**src/rtl/muldiv_sequencer.sv**
```systemverilog
// Multi-cycle multiply/divide sequencer for the execute stage.
// Single-cycle multiply, XLEN-cycle restoring divide, registered result.
module muldiv_sequencer #(
    parameter int XLEN = 32
) (
    input  logic            clk,
    input  logic            rst_n,
    input  logic            start,
    input  logic            is_div,
    input  logic [1:0]      mul_ctrl,
    input  logic [1:0]      div_ctrl,
    input  logic [XLEN-1:0] op_a,
    input  logic [XLEN-1:0] op_b,
    input  logic            flush,
    output logic            stall,
    output logic            done,
    output logic [XLEN-1:0] result
);

    localparam int CW = $clog2(XLEN);
    localparam logic [CW-1:0] LAST = CW'(XLEN - 1);
    localparam logic [XLEN-1:0] SMIN = {1'b1, {(XLEN-1){1'b0}}};

    typedef enum logic [1:0] {
        IDLE,
        MUL,
        DIV,
        DONE
    } state_t;

    state_t          state_q, state_d;
    logic [CW-1:0]   cnt_q, cnt_d;
    logic [XLEN-1:0] a_q, a_d;
    logic [XLEN-1:0] b_q, b_d;
    logic [XLEN-1:0] rem_q, rem_d;
    logic [XLEN-1:0] res_q, res_d;
    logic [1:0]      mctl_q, mctl_d;
    logic            sel_rem_q, sel_rem_d;
    logic            qneg_q, qneg_d;
    logic            rneg_q, rneg_d;
    logic            done_q, done_d;

    logic            accept;
    logic            sgn_div;
    logic            a_neg;
    logic            b_neg;
    logic [XLEN-1:0] a_mag;
    logic [XLEN-1:0] b_mag;
    logic            div0;
    logic            ovf;

    logic [XLEN:0]   rem_sh;
    logic [XLEN:0]   diff;
    logic            ge;
    logic [XLEN-1:0] rem_nx;
    logic [XLEN-1:0] quo_nx;
    logic [XLEN-1:0] q_fin;
    logic [XLEN-1:0] r_fin;

    logic            mul_sa;
    logic            mul_sb;
    logic [2*XLEN-1:0] a_w;
    logic [2*XLEN-1:0] b_w;
    logic [2*XLEN-1:0] prod;

    assign accept  = (state_q == IDLE) && start && !flush;
    assign sgn_div = !div_ctrl[0];
    assign a_neg   = sgn_div && op_a[XLEN-1];
    assign b_neg   = sgn_div && op_b[XLEN-1];
    assign a_mag   = a_neg ? -op_a : op_a;
    assign b_mag   = b_neg ? -op_b : op_b;
    assign div0    = (op_b == '0);
    assign ovf     = sgn_div && (op_a == SMIN) && (op_b == '1);

    // One restoring step: shift in next dividend bit, subtract if it fits.
    assign rem_sh = {rem_q, a_q[XLEN-1]};
    assign diff   = rem_sh - {1'b0, b_q};
    assign ge     = (rem_sh >= {1'b0, b_q});
    assign rem_nx = ge ? diff[XLEN-1:0] : rem_sh[XLEN-1:0];
    assign quo_nx = {a_q[XLEN-2:0], ge};
    assign q_fin  = qneg_q ? -quo_nx : quo_nx;
    assign r_fin  = rneg_q ? -rem_nx : rem_nx;

    // Low 2*XLEN bits of the product of sign/zero-extended operands.
    assign mul_sa = (mctl_q != 2'b11);
    assign mul_sb = (mctl_q == 2'b00) || (mctl_q == 2'b01);
    assign a_w    = {{XLEN{mul_sa & a_q[XLEN-1]}}, a_q};
    assign b_w    = {{XLEN{mul_sb & b_q[XLEN-1]}}, b_q};
    assign prod   = a_w * b_w;

    always_comb begin
        state_d   = state_q;
        cnt_d     = cnt_q;
        a_d       = a_q;
        b_d       = b_q;
        rem_d     = rem_q;
        res_d     = res_q;
        mctl_d    = mctl_q;
        sel_rem_d = sel_rem_q;
        qneg_d    = qneg_q;
        rneg_d    = rneg_q;
        done_d    = 1'b0;
        unique case (state_q)
            IDLE: begin
                if (accept) begin
                    mctl_d    = mul_ctrl;
                    sel_rem_d = div_ctrl[1];
                    qneg_d    = a_neg ^ b_neg;
                    rneg_d    = a_neg;
                    cnt_d     = '0;
                    if (!is_div) begin
                        a_d     = op_a;
                        b_d     = op_b;
                        state_d = MUL;
                    end else if (div0) begin
                        res_d   = div_ctrl[1] ? op_a : '1;
                        state_d = DONE;
                        done_d  = 1'b1;
                    end else if (ovf) begin
                        res_d   = div_ctrl[1] ? '0 : SMIN;
                        state_d = DONE;
                        done_d  = 1'b1;
                    end else begin
                        a_d     = a_mag;
                        b_d     = b_mag;
                        rem_d   = '0;
                        state_d = DIV;
                    end
                end
            end
            MUL: begin
                if (flush) begin
                    state_d = IDLE;
                end else begin
                    res_d   = (mctl_q == 2'b00) ? prod[XLEN-1:0]
                                                : prod[2*XLEN-1:XLEN];
                    state_d = DONE;
                    done_d  = 1'b1;
                end
            end
            DIV: begin
                if (flush) begin
                    state_d = IDLE;
                    cnt_d   = '0;
                end else begin
                    a_d   = quo_nx;
                    rem_d = rem_nx;
                    cnt_d = cnt_q + 1'b1;
                    if (cnt_q == LAST) begin
                        res_d   = sel_rem_q ? r_fin : q_fin;
                        cnt_d   = '0;
                        state_d = DONE;
                        done_d  = 1'b1;
                    end
                end
            end
            DONE: begin
                state_d = IDLE;
            end
            default: begin
                state_d = IDLE;
            end
        endcase
    end

    always_ff @(posedge clk or negedge rst_n) begin
        if (!rst_n) begin
            state_q   <= IDLE;
            cnt_q     <= '0;
            a_q       <= '0;
            b_q       <= '0;
            rem_q     <= '0;
            res_q     <= '0;
            mctl_q    <= '0;
            sel_rem_q <= 1'b0;
            qneg_q    <= 1'b0;
            rneg_q    <= 1'b0;
            done_q    <= 1'b0;
        end else begin
            state_q   <= state_d;
            cnt_q     <= cnt_d;
            a_q       <= a_d;
            b_q       <= b_d;
            rem_q     <= rem_d;
            res_q     <= res_d;
            mctl_q    <= mctl_d;
            sel_rem_q <= sel_rem_d;
            qneg_q    <= qneg_d;
            rneg_q    <= rneg_d;
            done_q    <= done_d;
        end
    end

    assign stall  = rst_n && (accept || (state_q == MUL) || (state_q == DIV));
    assign done   = done_q;
    assign result = res_q;

endmodule

```
**config.mk**
```make
export PLATFORM = sky130hd
export DESIGN_NAME = muldiv_sequencer
export DESIGN_NICKNAME = d
export VERILOG_FILES = /design/src/rtl/muldiv_sequencer.sv
export SDC_FILE = /design/constraint.sdc
export NUM_CORES = 2
export LEC_CHECK = 0
export ABC_CLOCK_PERIOD_IN_PS = 10800
export BUFFER_PORTS_ARGS = -buffer_cell sky130_fd_sc_hd__buf_2
export CAP_MARGIN = 20
export CORE_MARGIN = 3
export CORE_UTILIZATION = 30
export DETAILED_ROUTE_END_ITERATION = 10
export HOLD_SLACK_MARGIN = 0.06
export SLEW_MARGIN = 20
export SYNTH_ARGS = -nofsm -noshare
export SYNTH_HDL_FRONTEND = slang
export SYNTH_SLANG_ARGS = --single-unit
```
**constraint.sdc**
```tcl
create_clock -name clk -period 10.8 [get_ports clk]
set_input_delay 1.62 -clock clk [delete_from_list [all_inputs] [get_ports clk]]
set_output_delay 1.62 -clock clk [all_outputs]
set_load 0.01 [all_outputs]
```
Word-level counts from Yosys, hierarchy flattened
Index checks and enable logic that the tools add are counted.

Register bits after elaboration: 141. Input bits: 73. Output and inout port bits: 34.

Equal/unequal tests: 21. Multiplexer cells: 52. Add/sub/neg operators: 6. Reductions and logical operators: 24. Magnitude comparators: 1. $mul: 1. Bitwise operators: 3.

Operators by type and width (count): 32-bit 2-to-1 mux (29); 32-bit negation (4); 32-bit case mux with 2 select lines (2); 32-bit case mux with 3 select lines (1); 32-bit equality test (second input constant) (2); 33-bit by 33-bit multiplier with 64-bit output (1); 33-bit by 32-bit greater-or-equal comparator with 1-bit output (1); 32-bit zero test (1); 32-bit subtractor (1); 2-bit != test (second input constant) (10); 5-bit 2-to-1 mux (3); 3-bit != test (second input constant) (4); 2-bit 2-to-1 mux (5); 5-bit case mux with 2 select lines (1); 1-bit 2-to-1 mux (9); 2-bit case mux with 4 select lines (1); 1-bit logical AND (7); 7-bit AND reduction (1); 2-bit AND reduction (3); 6-bit AND reduction (1); 5-bit by 1-bit adder with 5-bit output (second input constant) (1); 5-bit equality test (second input constant) (1); 5-bit AND reduction (1); 2-bit by 1-bit equality test with 1-bit output (second input constant) (2); 10 further kinds (16).

Longest topological paths before layout
Word-level depth: 8. Depth in mapped cells: 33. Depth with buffers taken out: 31.

Worst setup path before layout
No wires, ideal clock.

Kind: register -> register. From: register a_q[21]. To: register res_q[26] (netlist: result[26]). Arrival: 7.977 ns. Cell stages (with the launch flop): 29. Buffers on the path: 2. Data required time: 10.669 ns. Slack: 2.692 ns. Path through: dfrtp_1 clkbuf_1 clkbuf_1 and2_1 fa_1 inv_1 fa_1 inv_1 fa_1 fa_1 fa_1 fa_1 inv_1 fa_1 inv_1 fa_1 ha_1 o21ai_0 a21oi_1 and4b_1 o21ai_0 a32oi_1 a31oi_1 o41a_1 o31a_1 o41a_1 xnor2_1 a221oi_1 a21oi_1.

Word-level cells in the longest chain between the ends: 6. Elaborated cells on any way between the ends: 9. Classes of those cells: add/sub: 1; mul: 1; mux: 7.

RTL lines: start: declaration (line 33) `logic [XLEN-1:0] a_q, a_d;`; start signal: assignment (line 170) `a_q <= '0;`; start signal: assignment (line 182) `a_q <= a_d;`; branches (longest 5 deep; another with 33-bit by 33-bit multiplier with 64-bit output); 32-bit case mux with 3 select lines (*) (line 103) `unique case (state_q)`; end signal: assignment (line 185) `res_q <= res_d;`; end: declaration (line 36) `logic [XLEN-1:0] res_q, res_d;`.

Every way passes the cells marked *. The select of a mux whose other input is x is not followed. A chain may end at the register's enable or synchronous reset.

Final worst setup path
From: register b_q[8]. To: register res_q[29] (netlist: result[29]).

Word-level cells in the longest chain between the ends: 8. Elaborated cells on any way between the ends: 14. Classes of those cells: add/sub: 3; mul: 1; order compare: 1; mux: 9.

RTL lines: start: declaration (line 34) `logic [XLEN-1:0] b_q, b_d;`; start signal: assignment (line 171) `b_q <= '0;`; start signal: assignment (line 183) `b_q <= b_d;`; 32-bit subtractor or 33-bit by 32-bit greater-or-equal comparator with 1-bit output (tied branches) (line 77, 78); 32-bit 2-to-1 mux (line 79) `assign rem_nx = ge ? diff[XLEN-1:0] : rem_sh[XLEN-1:0];`; 32-bit negation (line 82) `assign r_fin = rneg_q ? -rem_nx : rem_nx;`; 32-bit 2-to-1 mux (line 82); 32-bit 2-to-1 mux (line 150) `res_d = sel_rem_q ? r_fin : q_fin;`; 32-bit 2-to-1 mux (line 149) `if (cnt_q == LAST) begin`; 32-bit 2-to-1 mux (line 142) `if (flush) begin`; 32-bit case mux with 3 select lines (*) (line 103).

Every way passes the cells marked *; elsewhere a longest branch is shown, timed or not. The select of a mux whose other input is x is not followed.

==> reports/qor.csv <==
stage,metric,value,unit
route,initialDrtViolationCount,3373,
placement,place.gp.congestion,0.9689,
critical_path,crit_required,11160,ps
yosys,synthAdderAreaFrac,51.61,%
floorplan,core-area,165200,µm²
critical_path,r2r_slack,1460,ps
cts,cts_tree,yes,
cts,clock_latency,500,ps
placement,hpwlAfterDp,140900,µm
yosys,ys_types,87,
floorplan,dieArea,171200,µm²
yosys,syn_avg_cell_area,8.604,µm²
critical_path,r2r-start,b_q[8]$_DFFE_PN0P_,
yosys,syn_nets,7253,
run_status,status,finished clean,
hold_path,hp-start,cnt_q[4]$_DFFE_PN0P_,
route,routed_via_density,5.115,
timing,hold_viol,0,
yosys,synth_area,49890,µm²
hold_path,hold_path.class,reg -> reg,
timing,fin_crit_sh,86.52,%
route,wl,170100,µm
critical_path,cpLargestDelayFamily,adder cells,
route,wl_per_cell,21.51,µm
placement,post_dp_cell_area,52820,µm²
cts,path_clk_slew,70,ps
global_route,grt_pass1_wl,261300,µm
yosys,synth_xor_area_share,3.389,%
timing,setup_viol,0,
finish,nFillCells,17560,
yosys,synth_compound_area_share,9.832,%
global_route,grt_overflow,0,
timing,fin_tns_setup,0,ps
global_route,grt_start_max_net_pins,81,
hold_path,whs_path_depth,2,
finish,final_area,53410,µm²
yosys,yosys-mux-area-fraction,0.4966,%
placement,numPortBuffers,106,
cts,cts_setup_buffers,0,
finish,layout.nets,7159,
yosys,yosysSeqAreaShare,7.073,%
timing,drv_slew,0,
route,drc_errors,0,
route,drt-pass1-iter-count,6,
hold_path,min_to,cnt_q[4]$_DFFE_PN0P_,
global_route,grt_use_total,20.13,%
timing,fin_crit,9344,ps
cts,cts_hold_buffers,0,
global_route,antenna_found_initial,7,
route,num_vias,40460,
timing,skew,22.66,ps
critical_path,crit_slowest_cell,dfrtp_1,
timing,timing.fmax,107.0,MHz
yosys,synth_top_flop_cell,dfrtp_1,
critical_path,worstSetupStartpointType,flip-flop,
floorplan,die_width,413.8,µm
critical_path,endpoint_kind,flip-flop,
global_route,first_global_vias,42410,
yosys,synth-simple-area-share,16.32,%
cts,root_buffer,clkbuf_16,
floorplan,initial_core_util,30.20,%
finish,multi_input_area,40760,µm²
yosys,yosys_warnings,0,
yosys,ys_ff_latch,141,
finish,area_growth,7.073,%
job,max_cap_viol_count,0,
timing,rsz0062_at_grt,no,
critical_path,crit_buf_inv,5,
cts,cts-resized-gates,0,
floorplan,num_rows,149,
finish,drive_above_1_share,5.738,%
critical_path,slowest_delay,1060,ps
critical_path,r2r-end,result[29]$_DFFE_PN0P_,
critical_path,crit_type,reg -> reg,
cts,h-tree-depth,4,
yosys,synth_top_family_by_area,adder cells,
yosys,async_flop_share,100.0,%
yosys,synth-edff-count,0,
floorplan,dieHeight,413.8,µm
route,ant_nets,0,
cts,cts_max_path_buffers,2,
finish,final-seq-area,3531,µm²
floorplan,pin_count,107,
yosys,postSynthCellCount,5798,
timing,slew-limit-headroom,22.11,%
cts,numClockSinks,141,
critical_path,rr_worst_depth,26,
critical_path,critPathArrivalTime,9700,ps
cts,cts_made_buffers,17,
critical_path,crit_fanout,18,
critical_path,cp_common_cell,fa_1,
timing,worstMarginPinSlew,1156,ps
-- registers in the layout, summed over array words and instances, names as in the netlist, 2 cells and up --
name and flops:
cnt_q 5, mctl_q 2, rem_q 32, b_q 32, a_q 32, state_q 2, result 32
-- area by class of cell --
cell class                 instances  share of cell area [%]
multi-input combinational       4163                   76.31
inverter                        1152                   8.096
sequential                       141                   6.610
tap                             2189                   5.128
timing repair buffer             229                   2.752
clock buffer                      21                  0.8620
clock inverter                    10                  0.2155
antenna                            5                 0.02342
-- cell usage after synthesis, drive strengths merged (19+ instances only) --
master	count	area (µm²)
a211oi	30	235.2
inv	1150	4317
and3	28	175.2
nand2	992	3726
a21oi	186	934.7
dfrtp	141	3528
buf	69	279.0
o21bai	19	142.6
or3	25	166.4
nor2	222	833.3
clkbuf	273	1025
o211ai	21	157.7
o21ai	266	1335
o31ai	30	235.2
nor3	42	210.2
fa	1126	22540
ha	256	3203
a21o	51	382.9
and2	296	1852
nand4	27	168.9
xnor2	105	919.6
or2	20	127.6
a31oi	26	162.7
xor2	88	770.7
nand3	44	220.2
nand2b	23	143.9
-- metrics by stage --
stage	utilization [%]	worst slack [ps]	hold WS, ps	instances
after global routing	32.33	1014	493.8	7905
after global placement	31.97	1641	461.4	7873
after floorplan	-	2692	443.3	5798
final	32.34	1456	477.4	7910
after CTS	32.33	1608	480.8	7904
after detailed placement	31.98	1620	468.1	7873
-- kinds of logic after synthesis --
logic type / after synthesis
DFF: 141
muxes: 24
buffers and inverters: 1494
adders and majority gates: 1382
and+or+nand+nor: 1785
xor gates and xnor gates: 193
AOI/OAI and AO/OA: 779
-- worst register-to-register path, stage by stage (launching register included) --
cell and delay, ps:
dfrtp_1 1060, buf_4 380, buf_4 210, and2_1 160
fa_1 500, fa_1 650, fa_1 490, fa_1 780
inv_1 430, fa_1 580, fa_1 570, fa_1 440
fa_1 500, inv_1 40, ha_1 400, a21o_1 290
a21oi_1 170, inv_1 50, a21oi_1 320, o21bai_1 110
a21oi_1 160, o21bai_1 70, a21oi_1 260, or3_1 170
o2111ai_1 110, a211oi_1 240, a22oi_1 90
-- layer usage --
metal  up-vias  routed length (µm)  GRT usage [%]
met2      1635               80820          33.41
met3       296               12870          3.412
met4         6                6851          7.034
li1      17470                   -              -
met5         -                  38              0
met1     21060               69530          26.45
-- layout by cell type, fill, tap and decap left out, types with 42 or more instances in the layout --
cell type,n
a21oi_1,184
a21o_1,51
o21ai_0,257
xnor2_1,105
and2_1,292
ha_1,255
fa_1,1125
buf_4,121
dfrtp_1,139
nand2_1,991
xor2_1,88
nor3_1,42
nand3_1,44
inv_1,1148
nor2_1,219
buf_2,105
-- worst max-delay path by stage --
stage | startpoint | end | slack [ps] | depth (start not counted)
3_3_place_gp | b_q[8]$_DFFE_PN0P_ | result[29]$_DFFE_PN0P_ | 1640 | 26
2_1_floorplan | a_q[21]$_DFFE_PN0P_ | result[26]$_DFFE_PN0P_ | 2690 | 28
6_report | b_q[8]$_DFFE_PN0P_ | result[29]$_DFFE_PN0P_ | 1460 | 26
4_1_cts | b_q[3]$_DFFE_PN0P_ | result[26]$_DFFE_PN0P_ | 1610 | 23
5_1_grt | b_q[8]$_DFFE_PN0P_ | result[29]$_DFFE_PN0P_ | 1010 | 26
3_5_place_dp | b_q[3]$_DFFE_PN0P_ | result[26]$_DFFE_PN0P_ | 1620 | 23
Power is not shown: default switching activity piles up to over one toggle a cycle in this logic, so the estimate is an artifact.
